File: config.mk
export PLATFORM = sky130hd
export DESIGN_NAME = usbfs_serial_echo_buffer
export DESIGN_NICKNAME = d
export VERILOG_FILES = /design/src/rtl/usbfs_serial_echo_buffer.sv
export SDC_FILE = /design/constraint.sdc
export NUM_CORES = 1
export LEC_CHECK = 0
export CAP_MARGIN = 5
export CORE_MARGIN = 2
export CORE_UTILIZATION = 40
export DETAILED_ROUTE_END_ITERATION = 6
export PLACE_DENSITY = 0.54
export SYNTH_ARGS = -nofsm -noshare
export SYNTH_HDL_FRONTEND = slang
export SYNTH_SLANG_ARGS = --single-unit
File: constraint.sdc
create_clock -name i_clk_48MHz -period 9.61 [get_ports i_clk_48MHz]
set_input_delay 0.961 -clock i_clk_48MHz [delete_from_list [all_inputs] [get_ports i_clk_48MHz]]
set_output_delay 0.961 -clock i_clk_48MHz [all_outputs]
set_load 0.01 [all_outputs]
File: src/rtl/usbfs_serial_echo_buffer.sv
// Burst-releasing echo FIFO between usbfsSerial host-to-device and device-to-host streams.
// Define USBFS_ECHO_CASEFLIP_EN to flip the case of ASCII letters on the way out.
//
// state | meaning
// FILL  | collecting bytes; watching terminator, fill threshold, idle timeout, pending flush
// DRAIN | releasing only the bytes present at entry; new bytes are still accepted
module usbfs_serial_echo_buffer #(
  parameter int DEPTH           = 16,
  parameter int FLUSH_THRESHOLD = 8,
  parameter int IDLE_TIMEOUT    = 48000
) (
  input  logic                       i_clk_48MHz,
  input  logic                       i_rst_n,
  input  logic [7:0]                 i_hostToDev_data,
  input  logic                       i_hostToDev_valid,
  output logic                       o_hostToDev_ready,
  output logic [7:0]                 o_devToHost_data,
  output logic                       o_devToHost_valid,
  input  logic                       i_devToHost_ready,
  output logic [$clog2(DEPTH+1)-1:0] o_count,
  output logic                       o_draining
);

  localparam int CW = $clog2(DEPTH + 1);
  localparam int AW = $clog2(DEPTH);
  localparam int TW = $clog2(IDLE_TIMEOUT);
  localparam logic [CW-1:0] DEPTH_C     = CW'(DEPTH);
  localparam logic [CW-1:0] THRESH_C    = CW'(FLUSH_THRESHOLD);
  localparam logic [TW-1:0] TIMER_MAX_C = TW'(IDLE_TIMEOUT - 1);

  typedef enum logic {FILL, DRAIN} state_t;

  state_t          state_q, state_d;
  logic [CW-1:0]   count_q, count_d;
  logic [CW-1:0]   drain_rem_q, drain_rem_d;
  logic [AW-1:0]   wr_ptr_q, wr_ptr_d;
  logic [AW-1:0]   rd_ptr_q, rd_ptr_d;
  logic [TW-1:0]   timer_q, timer_d;
  logic            pend_q, pend_d;
  logic [7:0]      mem_q [DEPTH];
  logic [7:0]      head;
  logic            push, pop, is_term;

  assign o_hostToDev_ready = (count_q < DEPTH_C);
  assign o_devToHost_valid = (state_q == DRAIN) && (drain_rem_q != '0);
  assign push    = i_hostToDev_valid && o_hostToDev_ready;
  assign pop     = o_devToHost_valid && i_devToHost_ready;
  assign is_term = (i_hostToDev_data == 8'h0D) || (i_hostToDev_data == 8'h0A);
  assign count_d = count_q + CW'(push) - CW'(pop);
  assign wr_ptr_d = push ? wr_ptr_q + AW'(1) : wr_ptr_q;
  assign rd_ptr_d = pop ? rd_ptr_q + AW'(1) : rd_ptr_q;

  assign head = mem_q[rd_ptr_q];
`ifdef USBFS_ECHO_CASEFLIP_EN
  assign o_devToHost_data = ((head >= 8'h41 && head <= 8'h5A) || (head >= 8'h61 && head <= 8'h7A))
                            ? (head ^ 8'h20) : head;
`else
  assign o_devToHost_data = head;
`endif

  assign o_count    = count_q;
  assign o_draining = (state_q == DRAIN);

  always_comb begin
    state_d     = state_q;
    drain_rem_d = drain_rem_q;
    timer_d     = timer_q;
    pend_d      = pend_q;
    case (state_q)
      FILL: begin
        if (push || count_q == '0) begin
          timer_d = '0;
        end else if (timer_q != TIMER_MAX_C) begin
          timer_d = timer_q + TW'(1);
        end
        if ((push && is_term) || (count_d >= THRESH_C) ||
            ((count_q != '0) && ((timer_q == TIMER_MAX_C) || pend_q))) begin
          state_d     = DRAIN;
          drain_rem_d = count_d;
          pend_d      = 1'b0;
        end
      end
      DRAIN: begin
        timer_d = '0;
        if (push && is_term) begin
          pend_d = 1'b1;
        end
        if (pop) begin
          drain_rem_d = drain_rem_q - CW'(1);
        end
        // Leave on the edge of the last pop so FILL can re-trigger one edge later
        if (drain_rem_d == '0) begin
          state_d = FILL;
        end
      end
      default: state_d = FILL;
    endcase
  end

  always_ff @(posedge i_clk_48MHz or negedge i_rst_n) begin
    if (!i_rst_n) begin
      state_q     <= FILL;
      count_q     <= '0;
      drain_rem_q <= '0;
      wr_ptr_q    <= '0;
      rd_ptr_q    <= '0;
      timer_q     <= '0;
      pend_q      <= 1'b0;
    end else begin
      state_q     <= state_d;
      count_q     <= count_d;
      drain_rem_q <= drain_rem_d;
      wr_ptr_q    <= wr_ptr_d;
      rd_ptr_q    <= rd_ptr_d;
      timer_q     <= timer_d;
      pend_q      <= pend_d;
    end
  end

  // Storage needs no reset: occupancy and pointers define what is valid
  always_ff @(posedge i_clk_48MHz) begin
    if (push) begin
      mem_q[wr_ptr_q] <= i_hostToDev_data;
    end
  end

endmodule
Word-level counts from Yosys, hierarchy flattened
Memory sizes are Yosys's and may differ from the RTL's. Cells that the tools add are included.

Bits in registers: 36. Bits in latches: 0. Memory bits (writable): 128. ROM bits: 0. Bits of input ports: 12. Output and inout bits: 16. Word-level logic and storage cells: 54. Memories: 1.

Memory list: mem_q (depth 16, bits a word 8, read ports 1, clocked after memory_dff 0, write ports 1, RTL line 40) `logic [7:0] mem_q [DEPTH];`.

$add $sub $neg: 6. Multiply operators: 0. Divide/modulo/power cells: 0. $lt $le $gt $ge: 2. Equal/unequal tests: 7. Shifts and indexed selects: 0. Mux-type cells: 15. Bitwise gates (word level): 1. Reduce and logical (&&, ||, !) cells: 15.

Operators by type and width (count): 16-bit 2-to-1 mux (2); 16-bit one-hot mux with 2 select lines (1); 16-bit by 1-bit adder with 16-bit output (second input constant) (1); 16-bit equality test (second input constant) (1); 8-bit by 4-bit equality test with 1-bit output (second input constant) (2); 16-bit != test (second input constant) (1); 5-bit 2-to-1 mux (3); 5-bit zero test (2); 5-bit one-hot mux with 2 select lines (1); 5-bit nonzero test (2); 4-bit by 1-bit adder with 4-bit output (second input constant) (2); 1-bit 2-to-1 mux (6); 5-bit by 1-bit adder with 5-bit output (1); 5-bit by 4-bit >= comparator with 1-bit output (second input constant) (1); 1-bit logical AND (5); 1-bit logical OR (5); 5-bit < comparator (second input constant) (1); 5-bit by 1-bit subtractor with 5-bit output (1); 5-bit by 1-bit subtractor with 5-bit output (second input constant) (1); 1-bit one-hot mux with 2 select lines (2); 3-bit != test (second input constant) (1); 2-bit by 1-bit != test with 1-bit output (second input constant) (1); 2-bit != test (second input constant) (1); 2-bit AND reduction (1); 1-bit inverter (1).

Longest topological paths before layout
Gate-level depths: netlist (run 1).

Depth in word-level cells: 9. Depth in mapped cells: 14. Depth with buffers taken out: 14.

Worst setup path after synthesis (run 1)
OpenSTA, ideal clock, no wires.

Path type: reg-to-reg. Start point: reg drain_rem_q[0]. End point: reg drain_rem_q[0]. Library setup time: 123 ps. Arrival: 3425 ps. Required time: 9487 ps. Setup slack: 6062 ps. Stages on the path, launching flop included: 15. Path buffers: 0. Cells stage by stage: dfrtp_1 inv_1 ha_1 or4b_2 nand3_1 inv_1 ha_1 inv_1 ha_1 fa_1 a21oi_1 o21bai_1 xor2_1 nand4_1 o221a_2.

Longest elaborated chain between the ends: 8.

Ends and longest elaborated chain: start, declared (RTL line 35) `logic [CW-1:0] drain_rem_q, drain_rem_d;`; start signal, assigned (RTL line 112) `drain_rem_q <= drain_rem_d;`; 5-bit nonzero test (RTL line 45) `assign o_devToHost_valid = (state_q == DRAIN) && (drain_rem_q != '0);`; 1-bit logical AND (RTL line 45); 1-bit logical AND (RTL line 47) `assign pop = o_devToHost_valid && i_devToHost_ready;`; 5-bit by 1-bit subtractor with 5-bit output (RTL line 49) `assign count_d = count_q + CW'(push) - CW'(pop);`; 5-bit by 4-bit >= comparator with 1-bit output (RTL line 76) `if ((push && is_term) || (count_d >= THRESH_C) ||`; 1-bit logical OR (2 in series) (RTL line 76); 2-bit != test (no line).

Parallel ways exist; a longest one is shown, timed or not. The select of a mux whose other input is x is not followed. A chain may end at the register's enable or synchronous reset.

Final worst setup path (run 1)
Start point: reg rd_ptr_q[0]. End point: out o_devToHost_data[1].

Longest elaborated chain between the ends: 1.

Ends and longest elaborated chain: start, declared (RTL line 37) `logic [AW-1:0] rd_ptr_q, rd_ptr_d;`; start signal, assigned (RTL line 114) `rd_ptr_q <= rd_ptr_d;`; memory read 16 x 8 bit; end, declared (RTL line 17) `output logic [7:0] o_devToHost_data,`.

Every way passes these cells.

==> impl_metrics.csv, run 1 <==
group,metric,value,unit
grt,grt_pass1_wl,22140,um
yosys,async_flop_share,0.2195,
floorplanning,initial_utilization,0.4058,
floorplanning,die_area,18500,sq um
timing,worstMarginPinSlew,1.107,ns
setup_path,crit_chain,"buf_4 -> mux4_2 -> mux4_2 -> clkdlybuf4s50_1",
yosys,synth.ff_latch_count,164,
detailed_routing,drc,0,
placed_design,io_buffers,27,
yosys,ys_seq_area_frac,0.6807,
setup_path,worstSetupEndpointType,"primary output",
floorplanning,coreArea,17180,sq um
yosys,syn_area,6970,sq um
clocking,clockRootBuffer,"clkbuf_16",
clocking,worstSkewPairLatency,0.43,ns
detailed_routing,viasPerCell,5.286,
floorplanning,ios,28,
floorplanning,die_h,136.0,um
pwr,p_int,1593,uW
grt,grt_max_degree,37,
layout,final_nets,470,
timing,relSlewSlack,0.2571,
setup_path,worstPathMaxFanout,31,
yosys,synth_edf_count,128,
setup_path,critPathSlowestCell,"mux4_2",
layout,mostFrequentLayoutCell,"edfxtp_1",
pwr,clockPowerShare,0.282,
clocking,clk_path_buf_depth,2,
setup_path,critical_path_class,"reg -> out",
timing,fin_crit,4.033,ns
clocking,cts_hold_buf,0,
layout,layout-drive-gt1-share,0.1930,
worst_hold_path,hp-class,"reg -> reg",
setup_path,r2r-start,"drain_rem_q[0]$_DFFE_PN0P_",
grt,antenna_found_initial,0,
yosys,netlist_instances,409,
pwr,ir_worst_vdd,0.1988,mV
setup_path,crit_required,8.65,ns
clocking,cts_sinks,164,
layout,final_cell_mix,"edfxtp_1 (128), mux4_2 (40), dfrtp_1 (35), clkdlybuf4s50_1 (26), nor2_1 (24)",
grt,grt_pass1_vias,3741,
grt,grt_overflow,0,
pwr,leakage,0.002749,uW
detailed_routing,num_vias,3600,
setup_path,crit_start,"rd_ptr_q[0]$_DFFE_PN0N_",
clocking,post_cts_buffers,0,
detailed_routing,drt.antenna.violating_nets,0,
detailed_routing,drt_iter0_drc,258,
timing,rsz0062_at_grt,"false",
yosys,syn_avg_cell_area,17.04,sq um
detailed_routing,drtPass1Iterations,4,
pwr,pwr-share-comb,0.319,
floorplanning,fp.dieW,136.0,um
setup_path,path_buf_inv,2,
placed_design,globalplace.congestion,0.7764,
pwr,p_seq_frac,0.399,
flow_run,maxCapViolCount,0,
layout,synthToLayoutAreaGrowth,15.46,%
setup_path,arrival,3.07,ns
yosys,syn_nets,436,
setup_path,crit_top_cell,"mux4_2",
timing,drv_slew,0,
clocking,path_clk_slew,0.06,ns
outcome,status,"completed",
setup_path,critPathMaxStageDelay,0.60,ns
clocking,tritoncts,"built",
timing,skew,0.01000,ns
timing,finalSetupViolations,0,
floorplanning,row_count,48,
yosys,yosys_warnings,0,
detailed_routing,routedWlPerCell,20.86,um
detailed_routing,finalWirelength,14210,um
clocking,cts_resized,0,
layout,n_antenna_cell,0,
pwr,power_density,290.0,nW/um^2
grt,grtUsageTotal,0.1693,
worst_hold_path,hold_start,"wr_ptr_q[3]$_DFFE_PN0P_",
clocking,cts_max_level,4,
pwr,p_switching,740.7,uW
timing,final_hold_viol_count,0,
timing,fin_setup_tns,0,ns
layout,final_core_util,0.4685,
pwr,switching_share,0.3174,
timing,fmax,248.0,MHz
setup_path,ff2ff_setup_slack,5.69,ns
yosys,ys.flop_type,"edfxtp_1",
placed_design,dp_hpwl,8670,um
timing,period_share,0.4196,
setup_path,cp_top_family,"multiplexers",
clocking,cts_buffers,17,
yosys,synth_cell_types,44,
setup_path,critical_path.startpoint_type,"flop",
[layout make-up]
| type | count | area, sq um |
|---|---|---|
| fill | 1528 | 9129 |
| sequential | 164 | 4746 |
| inverter | 17 | 63.81 |
| multi-input combinational | 214 | 2105 |
| timing repair buffer | 29 | 280.3 |
| tap | 225 | 281.5 |
| clock buffer | 17 | 425.4 |
| clock inverter | 15 | 146.4 |
[synth_stat cells (2+ instances only)]
cell type / count / area share
and2_1: 17 / 0.015
or3_1: 2 / 0.0018
buf_1: 2 / 0.0011
nand2b_1: 3 / 0.0027
edfxtp_1: 128 / 0.55
nand4_1: 8 / 0.0072
xor2_1: 9 / 0.011
nand2_1: 16 / 0.0086
nand3_1: 8 / 0.0057
o21ai_0: 2 / 0.0014
o221a_2: 2 / 0.0032
inv_1: 17 / 0.0092
and3_1: 6 / 0.0054
xnor2_1: 16 / 0.020
a21oi_1: 9 / 0.0065
or2_2: 3 / 0.0027
buf_2: 4 / 0.0029
nor3_1: 12 / 0.0086
dfrtp_1: 36 / 0.13
mux4_2: 40 / 0.13
nor3b_1: 2 / 0.0022
nor2_1: 24 / 0.013
ha_1: 14 / 0.025
a31oi_1: 2 / 0.0018
clkbuf_1: 8 / 0.0043
[worst paths after layout]
path                                              endpoint  cells after the start
worst min register to register     wr_ptr_q[3]$_DFFE_PN0P_                      1
worst max register to register  drain_rem_q[2]$_DFFE_PN0P_                     14
max in group asynchronous          rd_ptr_q[0]$_DFFE_PN0N_                      1
worst max-delay path                   o_devToHost_data[1]                      4
worst min-delay path               wr_ptr_q[3]$_DFFE_PN0P_                      1
min in group asynchronous             o_count[2]$_DFF_PN0_                      1
[metrics by stage]
step                      hold slack, ns  area (sq um)  setup slack, ns  total power (uW)  std cells
after floorplan                   0.4930          6970            6.062              1434        409
after global placement            0.5299          7476            5.415              1698        649
after detailed placement          0.5372          7476            5.313              1706        649
after CTS                         0.5530          8048            5.489              2366        681
after global routing              0.5669          8048            5.370              2467        681
final                             0.5447          8048            5.577              2334        681
[metal layers]
metal | vias to the layer above | wire, um | global-route usage
met5 | - | 0 | 0
met4 | 0 | 101 | 0.04861
met3 | 8 | 553 | 0.04698
met2 | 68 | 6944 | 0.2658
met1 | 1876 | 6610 | 0.2323
li1 | 1648 | - | -
[cells by family (layout without fill, tap and decap cells)]
| logic type | count (synthesis) | in the layout | synth area share |
|---|---|---|---|
| fa+ha+maj | 15 | 15 | 0.02800 |
| simple gates | 111 | 111 | 0.08922 |
| mux | 41 | 41 | 0.1307 |
| buf+inv | 31 | 78 | 0.01741 |
| compound gates | 22 | 22 | 0.02262 |
| xor+xnor | 25 | 25 | 0.03141 |
| flops | 164 | 164 | 0.6807 |
[power by group through the flow]
stage / Clock, uW / Sequential, uW / Combinational, uW
floorplan: 0 / 906 / 528
global placement: 0 / 946 / 752
detailed placement: 0 / 947 / 758
CTS: 673 / 933 / 761
global route: 699 / 944 / 823
finish: 659 / 931 / 743
[sequential cells by signal, indices dropped and copies added, names as in the netlist]
signal / cells
mem_q: 128
timer_q: 16
drain_rem_q: 5
o_count: 5
rd_ptr_q: 4
wr_ptr_q: 4
o_draining: 1
pend_q: 1
(Power assumes the default switching activity.)
==> run 2, diff against run 1 <==
Settings changed: PLACE_DENSITY 0.54 to 0.56.
Clock period 9.61 ns to 3.3 ns, I/O delays scaled along.
==> impl_metrics.csv, run 2 (same netlist as run 1, synthesis figures left out) <==
group,metric,value,unit
layout,n_antenna_cell,0,
floorplanning,die_area,18500,sq um
floorplanning,row_count,48,
layout,final_cell_mix,"edfxtp_1 (128), mux4_2 (40), dfrtp_1 (35), clkdlybuf4s50_1 (26)",
setup_path,critical_path.startpoint_type,"flop",
detailed_routing,routedWlPerCell,20.51,um
layout,final_core_util,0.4827,
layout,final_nets,493,
layout,top_regs,"mem_q: 128 flops, timer_q: 16 flops",
clocking,cts_max_level,4,
setup_path,critPathSlowestCell,"or4b_4",
timing,relSlewSlack,0.4445,
setup_path,worstPathMaxFanout,6,
detailed_routing,num_vias,3702,
placed_design,dp_hpwl,8960,um
timing,fin_setup_tns,0,ns
detailed_routing,viasPerCell,5.259,
setup_path,arrival,3.47,ns
timing,final_hold_viol_count,0,
clocking,clockRootBuffer,"clkbuf_16",
pwr,ir_worst_vdd,0.6361,mV
clocking,cts_sinks,164,
clocking,tritoncts,"built",
outcome,status,"completed",
detailed_routing,drtPass1Iterations,4,
setup_path,worst-path-stages,15,
pwr,power_density,857.9,nW/um^2
floorplanning,initial_utilization,0.4058,
placed_design,globalplace.congestion,0.7683,
clocking,cts_hold_buf,0,
grt,grt_max_degree,37,
layout,fin_area,8290,sq um
setup_path,worstSetupEndpointType,"flop",
setup_path,critical_path_class,"reg -> reg",
clocking,worstSkewPairLatency,0.42,ns
setup_path,cp_top_family,"adder cells",
detailed_routing,finalWirelength,14440,um
floorplanning,fp.dieW,136.0,um
timing,skew,0.008298,ns
layout,fillerInstances,1506,
setup_path,crit_chain,"inv_2 -> ha_1 -> or4b_4 -> nand3_4 -> inv_1 -> ha_1 -> inv_1 -> ha_2 -> fa_2 -> a21oi_2 -> o21bai_1 -> xor2_1 -> buf_4 -> and4_4 -> a221o_1",
clocking,clk_path_buf_depth,2,
timing,fmax,316.1,MHz
grt,grt_pass1_wl,22410,um
grt,grt_overflow,0,
placed_design,place_area,7670,sq um
setup_path,r2r_cells,15,
timing,fin_crit,3.163,ns
layout,largest_register_ffs,128,
worst_hold_path,hp-class,"in -> async",
layout,synthToLayoutAreaGrowth,18.94,%
timing,finalSetupViolations,0,
setup_path,path_buf_inv,4,
layout,mostFrequentLayoutCell,"edfxtp_1",
clocking,path_clk_slew,0.07,ns
grt,grt_pass1_vias,3832,
detailed_routing,drt_iter0_drc,244,
clocking,cts_buffers,17,
floorplanning,ios,28,
floorplanning,coreArea,17180,sq um
layout,top_register,"mem_q",
setup_path,critPathMaxStageDelay,0.48,ns
timing,period_share,0.9585,
timing,worst_hold_slack,0.004076,ns
layout,layout-drive-gt1-share,0.2401,
floorplanning,die_h,136.0,um
setup_path,crit_required,3.61,ns
detailed_routing,drc,0,
pwr,leakage,0.002892,uW
timing,worstMarginPinSlew,0.8333,ns
timing,rsz0062_at_grt,"false",
detailed_routing,drt.antenna.violating_nets,0,
flow_run,maxCapViolCount,0,
grt,grtUsageTotal,0.1693,
grt,antenna_found_initial,0,
placed_design,io_buffers,27,
timing,drv_slew,0,
## run 2: final cells by class
class	instances	area [sq um]	share of cell area
Timing Repair Buffer	52	465.4	0.05614
Multi-Input combinational cell	214	2130	0.2569
Clock buffer	17	425.4	0.05131
Clock inverter	15	178.9	0.02158
Inverter	17	63.81	0.007697
Tap cell	225	281.5	0.03396
Sequential cell	164	4746	0.5724
## run 2: what timing repair did
item                       in CTS  in global routing
setup endpoints to repair       0                  4
resized for setup               0                  5
buffers inserted                0                  1
## run 2: metrics by stage
step	cells	setup slack, ns	total power, uW
2_1_floorplan	409	0.01201	4185
3_3_place_gp	671	0.08768	5124
3_5_place_dp	671	0.02437	5152
4_1_cts	703	0.02321	7166
5_1_grt	704	0.007025	7469
6_report	704	0.1369	7112
## run 2: where the power goes
group / switching (uW) / internal [uW]
Combinational: 1140 / 1280
Clock: 816 / 1190
Sequential: 222 / 2470
## run 2: final timing paths
path                                            startpoint                         end  slack [ns]
worst max-delay path            drain_rem_q[1]$_DFFE_PN0P_  drain_rem_q[3]$_DFFE_PN0P_        0.14
worst min-delay path                               i_rst_n        o_count[3]$_DFF_PN0_       0.004
worst max register to register  drain_rem_q[1]$_DFFE_PN0P_  drain_rem_q[3]$_DFFE_PN0P_        0.14
worst min register to register     rd_ptr_q[0]$_DFFE_PN0N_     rd_ptr_q[0]$_DFFE_PN0N_        0.53
max in group asynchronous                          i_rst_n     rd_ptr_q[0]$_DFFE_PN0N_        2.72
min in group i_clk_48MHz           rd_ptr_q[0]$_DFFE_PN0N_     rd_ptr_q[0]$_DFFE_PN0N_        0.53
## run 2: metal layers
layer | wire, um | vias to the layer above | global-route usage
met4 | 308 | 0 | 0.06308
met1 | 6194 | 1898 | 0.2244
met5 | 0 | - | 0
li1 | - | 1698 | -
met2 | 7182 | 85 | 0.2755
met3 | 754 | 21 | 0.03691
